--- src/rtl/fpa_pkg.sv ---
// Shared definitions for the FP adder issue arbiter and its neighbours.
package fpa_pkg;

    localparam int unsigned FP_W = 32;

    // Tag id field is wide enough for up to 8 requesters.
    localparam int unsigned TAG_IDW = 3;

    localparam logic [FP_W-1:0] QNAN = 32'h7FC0_0000;
    localparam logic [FP_W-1:0] PINF = 32'h7F80_0000;

    typedef struct packed {
        logic               valid;
        logic [TAG_IDW-1:0] id;
    } tag_t;

endpackage

--- src/rtl/fpa_issue_arbiter_if.sv ---
// Requester-side and adder-side signals of the shared adder arbiter.
interface fpa_issue_arbiter_if #(
    parameter int unsigned N_REQ = 4
);
    import fpa_pkg::*;

    logic [N_REQ-1:0]      req_valid;
    logic [FP_W*N_REQ-1:0] req_a;
    logic [FP_W*N_REQ-1:0] req_b;
    logic [N_REQ-1:0]      req_ready;
    logic [FP_W-1:0]       fpa_a;
    logic [FP_W-1:0]       fpa_b;
    logic [FP_W-1:0]       fpa_c;
    logic [N_REQ-1:0]      resp_valid;
    logic [FP_W-1:0]       resp_data;
    logic                  busy;

    // Requesters plus the adder: drive requests and the adder result.
    modport master (
        output req_valid, req_a, req_b, fpa_c,
        input  req_ready, fpa_a, fpa_b, resp_valid, resp_data, busy
    );

    // The arbiter itself.
    modport slave (
        input  req_valid, req_a, req_b, fpa_c,
        output req_ready, fpa_a, fpa_b, resp_valid, resp_data, busy
    );

endinterface

--- src/rtl/rr_arbiter.sv ---
// Round-robin arbiter: grants the first request at or after the pointer,
// and moves the pointer past the winner when the grant is taken.
module rr_arbiter #(
    parameter int unsigned N   = 4,
    parameter int unsigned IDW = $clog2(N)
) (
    input  logic           clk,
    input  logic           rst,
    input  logic [N-1:0]   req,
    input  logic           advance,
    output logic [N-1:0]   gnt,
    output logic [IDW-1:0] gnt_id,
    output logic           gnt_any
);

    logic [IDW-1:0] ptr_q;
    logic [IDW-1:0] ptr_d;
    logic [IDW-1:0] idx;

    // Scan from the pointer, wrapping, and stop at the first request.
    always_comb begin
        gnt     = '0;
        gnt_id  = '0;
        gnt_any = 1'b0;
        idx     = '0;
        for (int unsigned k = 0; k < N; k++) begin
            idx = IDW'((32'(ptr_q) + k) % N);
            if (!gnt_any && req[idx]) begin
                gnt_any  = 1'b1;
                gnt[idx] = 1'b1;
                gnt_id   = idx;
            end
        end
    end

    // Next pointer: one past the winner, modulo N; hold when nothing is granted.
    always_comb begin
        ptr_d = ptr_q;
        if (advance && gnt_any) begin
            ptr_d = (gnt_id == IDW'(N - 1)) ? '0 : gnt_id + 1'b1;
        end
    end

    // Pointer register.
    always_ff @(posedge clk) begin
        if (rst) begin
            ptr_q <= '0;
        end else begin
            ptr_q <= ptr_d;
        end
    end

endmodule

--- src/rtl/fpa_issue_arbiter.sv ---
// Shares one fixed-latency pipelined FP adder among N_REQ requesters.
// Each issued op carries a requester tag down a delay line matched to the
// adder, so the result can be routed back to its owner without stalling.
module fpa_issue_arbiter
    import fpa_pkg::*;
#(
    parameter int unsigned N_REQ   = 4,
    parameter int unsigned LAT     = 6,
    parameter int unsigned MAX_OUT = 2,
    parameter int unsigned IDW     = $clog2(N_REQ)
) (
    input  logic                clk,
    input  logic                rst,
    fpa_issue_arbiter_if.slave  bus
);

    localparam int unsigned CW = $clog2(MAX_OUT + 1);

    logic [N_REQ-1:0] eligible;
    logic [N_REQ-1:0] gnt;
    logic [IDW-1:0]   gnt_id;
    logic             gnt_any;
    logic             issue;
    logic [FP_W-1:0]  sel_a;
    logic [FP_W-1:0]  sel_b;
    logic [FP_W-1:0]  fpa_a_q;
    logic [FP_W-1:0]  fpa_b_q;
    tag_t             tag_q [LAT];
    tag_t             tag_exit;
    logic [N_REQ-1:0] retire;
    logic [CW-1:0]    out_cnt_q [N_REQ];
    logic [CW-1:0]    out_cnt_d [N_REQ];
    logic [N_REQ-1:0] resp_valid_q;
    logic [FP_W-1:0]  resp_data_q;
    logic             busy_c;

    // A requester competes only while it has a pending op and a free credit.
    always_comb begin
        eligible = '0;
        for (int unsigned i = 0; i < N_REQ; i++) begin
            eligible[i] = bus.req_valid[i] && (out_cnt_q[i] < CW'(MAX_OUT));
        end
    end

    rr_arbiter #(
        .N   (N_REQ),
        .IDW (IDW)
    ) u_rr (
        .clk     (clk),
        .rst     (rst),
        .req     (eligible),
        .advance (issue),
        .gnt     (gnt),
        .gnt_id  (gnt_id),
        .gnt_any (gnt_any)
    );

    assign issue = gnt_any && !rst;

    // One-hot operand mux for the winner.
    always_comb begin
        sel_a = '0;
        sel_b = '0;
        for (int unsigned i = 0; i < N_REQ; i++) begin
            if (gnt[i]) begin
                sel_a = bus.req_a[i*FP_W +: FP_W];
                sel_b = bus.req_b[i*FP_W +: FP_W];
            end
        end
    end

    // Operand registers feeding the adder; they hold when nothing issues.
    always_ff @(posedge clk) begin
        if (rst) begin
            fpa_a_q <= '0;
            fpa_b_q <= '0;
        end else if (issue) begin
            fpa_a_q <= sel_a;
            fpa_b_q <= sel_b;
        end
    end

    // Tag delay line: stage0 plus LAT-1 stages, exiting alongside fpa_c.
    always_ff @(posedge clk) begin
        if (rst) begin
            for (int unsigned j = 0; j < LAT; j++) begin
                tag_q[j] <= '0;
            end
        end else begin
            tag_q[0].valid <= issue;
            tag_q[0].id    <= issue ? TAG_IDW'(gnt_id) : '0;
            for (int unsigned j = 1; j < LAT; j++) begin
                tag_q[j] <= tag_q[j-1];
            end
        end
    end

    assign tag_exit = tag_q[LAT-1];

    // Retire decode and credit next-state; a grant and a retire cancel out.
    always_comb begin
        retire = '0;
        for (int unsigned i = 0; i < N_REQ; i++) begin
            retire[i]    = tag_exit.valid && (tag_exit.id == TAG_IDW'(i));
            out_cnt_d[i] = out_cnt_q[i];
            if (issue && gnt[i] && !retire[i]) begin
                out_cnt_d[i] = out_cnt_q[i] + CW'(1);
            end else if (retire[i] && !(issue && gnt[i])) begin
                out_cnt_d[i] = out_cnt_q[i] - CW'(1);
            end
        end
    end

    // Credit counters.
    always_ff @(posedge clk) begin
        if (rst) begin
            for (int unsigned i = 0; i < N_REQ; i++) begin
                out_cnt_q[i] <= '0;
            end
        end else begin
            for (int unsigned i = 0; i < N_REQ; i++) begin
                out_cnt_q[i] <= out_cnt_d[i];
            end
        end
    end

    // Registered response: route the emerging adder result to the tag owner.
    always_ff @(posedge clk) begin
        if (rst) begin
            resp_valid_q <= '0;
            resp_data_q  <= '0;
        end else begin
            resp_valid_q <= retire;
            if (tag_exit.valid) begin
                resp_data_q <= bus.fpa_c;
            end
        end
    end

    // Credit sanity: no retire without an outstanding op, never above MAX_OUT.
    always_ff @(posedge clk) begin
        if (!rst) begin
            for (int unsigned i = 0; i < N_REQ; i++) begin
                assert (!(retire[i] && (out_cnt_q[i] == '0)));
                assert (out_cnt_q[i] <= CW'(MAX_OUT));
            end
        end
    end

    // Busy while any credit is held or any valid tag is in the line.
    always_comb begin
        busy_c = 1'b0;
        for (int unsigned j = 0; j < LAT; j++) begin
            busy_c = busy_c | tag_q[j].valid;
        end
        for (int unsigned i = 0; i < N_REQ; i++) begin
            busy_c = busy_c | (out_cnt_q[i] != '0);
        end
    end

    assign bus.req_ready  = rst ? '0 : gnt;
    assign bus.fpa_a      = fpa_a_q;
    assign bus.fpa_b      = fpa_b_q;
    assign bus.resp_valid = resp_valid_q;
    assign bus.resp_data  = resp_data_q;
    assign bus.busy       = busy_c;

endmodule
--- src/flat_wrapper.sv ---
// flat-port wrapper written by rule: the top's interface ports become plain ports
module fpa_issue_arbiter_flat import fpa_pkg::*;
#(
    parameter int unsigned N_REQ   = 4,
    parameter int unsigned LAT     = 6,
    parameter int unsigned MAX_OUT = 2,
    parameter int unsigned IDW     = $clog2(N_REQ)
)
  (clk, rst, bus_req_valid, bus_req_a, bus_req_b, bus_fpa_c, bus_req_ready, bus_fpa_a, bus_fpa_b, bus_resp_valid, bus_resp_data, bus_busy);
  fpa_issue_arbiter_if #(.N_REQ(N_REQ)) bus_i ();
  input  logic clk;
  input  logic rst;
  input wire logic [$bits(bus_i.req_valid)-1:0] bus_req_valid;
  input wire logic [$bits(bus_i.req_a)-1:0] bus_req_a;
  input wire logic [$bits(bus_i.req_b)-1:0] bus_req_b;
  input wire logic [$bits(bus_i.fpa_c)-1:0] bus_fpa_c;
  output wire logic [$bits(bus_i.req_ready)-1:0] bus_req_ready;
  output wire logic [$bits(bus_i.fpa_a)-1:0] bus_fpa_a;
  output wire logic [$bits(bus_i.fpa_b)-1:0] bus_fpa_b;
  output wire logic [$bits(bus_i.resp_valid)-1:0] bus_resp_valid;
  output wire logic [$bits(bus_i.resp_data)-1:0] bus_resp_data;
  output wire logic [$bits(bus_i.busy)-1:0] bus_busy;
  assign bus_i.req_valid = bus_req_valid;
  assign bus_i.req_a = bus_req_a;
  assign bus_i.req_b = bus_req_b;
  assign bus_i.fpa_c = bus_fpa_c;
  assign bus_req_ready = bus_i.req_ready;
  assign bus_fpa_a = bus_i.fpa_a;
  assign bus_fpa_b = bus_i.fpa_b;
  assign bus_resp_valid = bus_i.resp_valid;
  assign bus_resp_data = bus_i.resp_data;
  assign bus_busy = bus_i.busy;
  fpa_issue_arbiter #(.N_REQ(N_REQ), .LAT(LAT), .MAX_OUT(MAX_OUT), .IDW(IDW)) u_core (.clk(clk), .rst(rst), .bus(bus_i));
endmodule
--- config.mk ---
export PLATFORM = sky130hd
export DESIGN_NAME = fpa_issue_arbiter_flat
export DESIGN_NICKNAME = d
export VERILOG_FILES = /design/src/rtl/fpa_pkg.sv /design/src/rtl/fpa_issue_arbiter_if.sv /design/src/rtl/rr_arbiter.sv /design/src/rtl/fpa_issue_arbiter.sv /design/src/flat_wrapper.sv
export SDC_FILE = /design/constraint.sdc
export NUM_CORES = 1
export LEC_CHECK = 0
export ABC_AREA = 1
export BUFFER_PORTS_ARGS = -buffer_cell sky130_fd_sc_hd__clkbuf_2
export CAP_MARGIN = 5
export CORE_AREA = 2 2 156 158
export CTS_CLUSTER_DIAMETER = 30
export CTS_CLUSTER_SIZE = 40
export DETAILED_ROUTE_END_ITERATION = 12
export DIE_AREA = 0 0 158 160
export GPL_TIMING_DRIVEN = 0
export SETUP_SLACK_MARGIN = 0.4
export SLEW_MARGIN = 20
export SYNTH_ARGS = -nofsm -noshare
export SYNTH_HDL_FRONTEND = slang
export SYNTH_SLANG_ARGS = --single-unit
--- constraint.sdc ---
create_clock -name clk -period 7.95 [get_ports clk]
set_clock_uncertainty 0.2 [all_clocks]
set_input_delay 0.3975 -clock clk [delete_from_list [all_inputs] [get_ports clk]]
set_output_delay 0.3975 -clock clk [all_outputs]
set_load 0.005 [all_outputs]
[After elaboration in Yosys (flattened, before gate mapping)]
Memory sizes are Yosys's and may differ from the RTL's.
Index checks and enable logic that the tools add are counted.
W data, S select, Z words.
Word-level totals
  memories kept: 2
  output and inout port bits: 105
  flip-flop bits (word level): 102
  word-level logic and storage cells: 165
  input port bits: 294
  bits in writable memories: 32
Cells by class
  $lt $le $gt $ge: 12
  multiplexer cells: 61
  $add $sub $neg: 12
  equal/unequal tests: 4
  reductions and logical operators: 46
  bitwise gates (word level): 23
Memories
  u_core.tag_q: depth 6, width 4, rd ports 6, clocked after Yosys merged registers in 0, write ports 6, line fpa_issue_arbiter.sv:28  | tag_t tag_q [LAT];
  u_core.out_cnt_q: depth 4, width 2, rd ports 4, clocked after Yosys merged registers in 0, write ports 4, line fpa_issue_arbiter.sv:31  | logic [CW-1:0] out_cnt_q [N_REQ];
Operator list (count)
  $mux W32: 8
  $mux W4: 10
  $mux W2: 18
  $logic_and A1 B1 Y1: 29
  $or A1 B1 Y1: 20
  $mux W1: 16
  $add A2 B1 Y2 const B: 6
  $logic_not A1 Y1: 12
  $lt A2 B3 Y1 const B: 4
  $or A4 B4 Y4: 3
  $bmux W1 S2: 4
  $demux W1 S2: 4
  $ge A2 B1 Y1 const B: 4
  $lt A2 B2 Y1 const B: 4
  $reduce_bool A2 Y1: 4
  $sub A2 B1 Y2 const B: 4
  $eq A3 B2 Y1 const B: 2
  $add A2 B2 Y2 const B: 2
  $eq A3 B1 Y1 const B: 1
  $logic_not A3 Y1: 1
  $mux W3: 1
  $eq A2 B2 Y1 const B: 1

[Logic depth before layout (Yosys ltp)]
An unclocked memory read counts as a cell.
  word-level depth: 22
  gate-level depth with buffers: 17
  mapped depth without buffers: 16

[Cells and area by module]
From an unflattened synthesis, not the netlist that was laid out.
Unflattened totals
  cells, all modules: 1168
  area, all modules: 7213.2 µm²
By module, submodules not included
  fpa_issue_arbiter: area an instance 6668.9 µm², cells an instance 1074, times used 1, sequential area each 2522.4 µm²
  rr_arbiter: area an instance 544.3 µm², cells an instance 94, times used 1, sequential area each 40.0 µm²

[Worst setup path after synthesis]
No wires, ideal clock.
  path type: register to register
  start: register (tool-made name)
  end: memory u_core.out_cnt_q[1][1] (netlist bit)
  library setup time: 0.058 ns
  buffers on the path: 1
  required time: 7.692 ns
  path slack: 5.018 ns
  clock period less this slack: 2.932 ns
  arrival time: 2.674 ns
  cell stages (with the launch flop): 18
  cell sequence: dfxtp_1 > inv_2 > ha_1 > inv_1 > nand3_1 > nand2_2 > nand2_4 > nor2_8 > nand3_1 > nand2_1 > inv_2 > clkbuf_1 > nor2_1 > ha_1 > a21oi_1 > o21ai_0 > a21oi_1 > o21a_1
RTL lines (line)
  to (decl): fpa_issue_arbiter.sv:31

==> results summary <==
The row count is 57. The relative contribution of combinational cells to total power came out at 0.629. The H-tree level count is 4. Of the total power, registers draw 0.204. The share of synthesized cell area in and, or, nand and nor gates is 0.282. Across every metal layer, demand over resource in global routing totals 0.242. The number of top-level design ports is 399.

The run finished with clean final reports. The DRC violation total after the first TritonRoute iteration came out at 613. The delay of the slowest cell on the worst path is 0.56 ns. The net count of the finished layout is 2,004. The destination of the worst register-to-register timing path is u_core.out_cnt_q[1][1]. The share of layout cells above drive strength 1 is 0.298. The compound-cell area share of the yosys netlist is 0.219. The share of the synthesized netlist area taken by xor and xnor gates came out at 0.00229. The number of input and output port buffers inserted came out at 397.

The tree is rooted in a sky130_fd_sc_hd__clkbuf_16. Power comes to 4640 µW. The final-report max-slew violation count came to 0. After detailed routing, the number of remaining DRC violations is 0.

Summed over all cells, the static leakage comes to 0.00600 µW. The final routed wirelength across all metal layers is 31,400 µm. The tightest min-delay check is of the in2reg type. The sequential fraction of the synthesis area came out at 0.334. The wire-length estimate of the detail-placed layout is 24,600 µm. The count of endpoints failing hold in the final timing report came out at 0. The top achievable clock speed is 270 MHz. STA classifies the critical path endpoint as a primary output. Summed over all nets, the switching power comes to 2280 µW.

The peak supply drop is 0.000170 V. The clock latency of the later-clocked register in the worst-skew pair is 0.42 ns. Setup repair after global routing left no endpoint under its margin.

The post-synth design cell area came out at 7660 µm². The total grt overflow is 0. The worst setup path is launched from a flip-flop. The instance area after placement is 10,100 µm². The relative slew slack came out at 0.548.

The mux share of post-synthesis cell area is 0. The path type of the worst setup path is reg2out. The total clock sinks is 128. When the netlist entered floorplanning its net count stood at 1,564. The transition time at the pin with the least slew margin is 0.678 ns.

The die area is 25,300 µm². The floorplan step set the die height to 160 µm. The total number of cells along the worst setup path is 13. The clock network fraction of design power came out at 0.167. The overall die width came out at 158 µm.

The number of synthesized register bits is 128. The total of max-cap violations came out at 0. The slowest stage of the critical path is the sky130_fd_sc_hd__dfxtp_1 cell. The power density relative to cell area is 426 nW/µm². The worst reg2reg path depth is 17.

The buffer levels on the longest clock path is 2. The average routed wire per standard cell came out at 15.4 µm. The number of antenna violations at the first check in global routing came out at 3. The detail-routed via count per cell is 4.62. The cell family contributing the most delay on the critical path is simple AND/OR/NAND/NOR gates. The critical path ends at bus_req_ready[1]. The worst path required time came out at 7.35 ns. The setup TNS after final layout came out at 0 ns. The routability-driven placement congestion ratio came out at 0.919. The final critical-path share of the clock period is 0.466.

The number of setup violations in the final report came out at 0. The mean area per synthesized cell is 6.09 µm². The post-synthesis cell count is 1,259. The number of warnings reported in the yosys synthesis log came out at 0. The clock slew seen by the registers of the worst setup and hold paths came out at 0.07 ns. Relative to the synthesized area, the layout overhead comes to 42.0%. The final period demand of the worst path came out at 3.70 ns. The maximum number of pins on one net before global-route repair is 17. The signal on the critical path passes through inv_2 -> ha_1 -> inv_1 -> nand3_1 -> nand2_2 -> nand2_4 -> nor2_8 -> nand3_1 -> nand2_1 -> inv_2 -> clkbuf_1 -> nor2_1 -> clkbuf_2. The endpoint arrival time on the critical path came out at 3.10 ns. The finished cells cover 10,900 µm². The number of global-route vias before repair is 8,990. The internal power consumption is 2360 µW. The number of buffers and inverters on the critical path is 5. The switching share of power came out at 0.491. The floorplan core area is 23,800 µm².

The number of buffers created by CTS is 17. The critical-path maximum fanout is 10. By area, the combinational part of the netlist is dominated by simple AND/OR/NAND/NOR gates. Measured on the finished design, the core utilization comes to 0.457. Before antenna repair, the detailed router went through 5 iterations. The adder and majority cell fraction of the synthesized area is 0.0180. The post-synthesis cell type count is 28. TritonCTS built the clock tree.

The total via count after detailed routing came out at 9,422. The count of antenna-violating nets left after detailed routing is 0. The post-CTS repair timing setup buffer count came out at 0. For this configuration, the core starts out at a cell density of 0.322.

The setup slack of the most critical reg-to-reg path is 4.34 ns. The first global-routing pass estimated 47,200 µm of wire.
==> worst min path at each step <==
stage,start,to,cells after the start
CTS,bus_fpa_c[15],u_core.bus.resp_data[15],3
global route,bus_fpa_c[15],u_core.bus.resp_data[15],3
finish,bus_fpa_c[15],u_core.bus.resp_data[15],3
detailed placement,u_core.tag_q[0][0],u_core.tag_q[1][0],2
floorplan,u_core.tag_q[0][0],u_core.tag_q[1][0],2
global placement,u_core.tag_q[1][1],u_core.tag_q[2][1],2
==> final cells by class <==
class,count,area (µm²)
diodes,3,7.51
clock inverters,14,139
repair buffers,421,2230
flip-flops and latches,128,2560
multi-input cells,881,3990
plain buffers,84,488
clock buffers,18,439
inverters,166,623
well taps,324,405
fillers,2619,12900
==> state kept, by name, indices dropped and copies added, names as in the netlist, named ones only <==
name,count
u_core.tag_q,18
u_core.bus.resp_valid,4
u_core.bus.resp_data,32
u_core.u_rr.ptr_q,1
u_core.bus.fpa_b,32
u_core.out_cnt_q,8
u_core.bus.fpa_a,32
==> cell usage after synthesis, drive strengths merged <==
cell	n	area share
a21oi	311	0.20
nor3	1	0.00065
o21a	4	0.0039
nand4	1	0.00082
a211oi	1	0.00098
xor2	2	0.0023
ha	11	0.018
o21bai	3	0.0029
dfxtp	128	0.33
o21ai	8	0.0052
nand2	476	0.24
nand3	27	0.023
nor4	2	0.0016
o211ai	1	0.00098
clkbuf	29	0.014
buf	55	0.049
nor2	33	0.019
inv	166	0.081
==> cells in the final DEF, fill, tap and decap left out, drive strengths merged, types with 2 or more instances in the layout <==
cell type and n:
nor2 33, nand2 476, o21bai 3, dfxtp 128
dlygate4sd3 24, xor2 2, clkbuf 444, nand3 27
clkinv 4, diode 3, o21a 4, ha 11
o21ai 8, a21oi 311, buf 55, inv 175
nor4 2
==> routing by layer <==
metal	track usage	vias to the layer above	routed length, µm
met5	0	-	0
met3	0.0592	39	2560
met1	0.284	4164	12600
met4	0.0786	0	665
li1	-	4825	-
met2	0.427	394	15500
==> power groups by stage <==
stage	registers (µW)	logic [µW]	clock network, µW
finish	946	2920	773
global route	968	3300	818
CTS	944	2930	787
detailed placement	957	2910	0
global placement	952	2890	0
floorplan	956	2010	0
==> cells by family (layout without fill, tap and decap cells) <==
kind of cell	count (synthesis)	count (layout)
flops	128	128
buf+inv	250	703
other cells	0	3
compound gates	328	328
fa+ha+maj	11	11
simple gates	540	540
xor+xnor	2	2
==> worst register-to-register path: cells and delay by family, from the launching register on <==
kind,cells,cell delay (ns)
buffers and inverters,4,0.93
adders and majority gates,2,0.69
and+or+nand+nor,7,0.67
DFF,1,0.56
AOI/OAI and AO/OA,4,0.51
==> stage by stage <==
stage / setup slack, ns / hold slack (ns) / cells
after CTS: 4.22 / 0.000619 / 2036
after floorplan: 5.02 / 0.188 / 1259
after global routing: 3.99 / 0.0171 / 2039
after detailed placement: 4.33 / 0.196 / 1980
final: 4.25 / 0.0235 / 2039
after global placement: 4.38 / 0.190 / 1980
==> timing repair <==
| action | CTS | global route |
|---|---|---|
| resized for setup | 0 | 0 |
| endpoints found under the hold margin | 24 | 0 |
| hold buffers | 24 | 0 |
(Power assumes the default switching activity.)
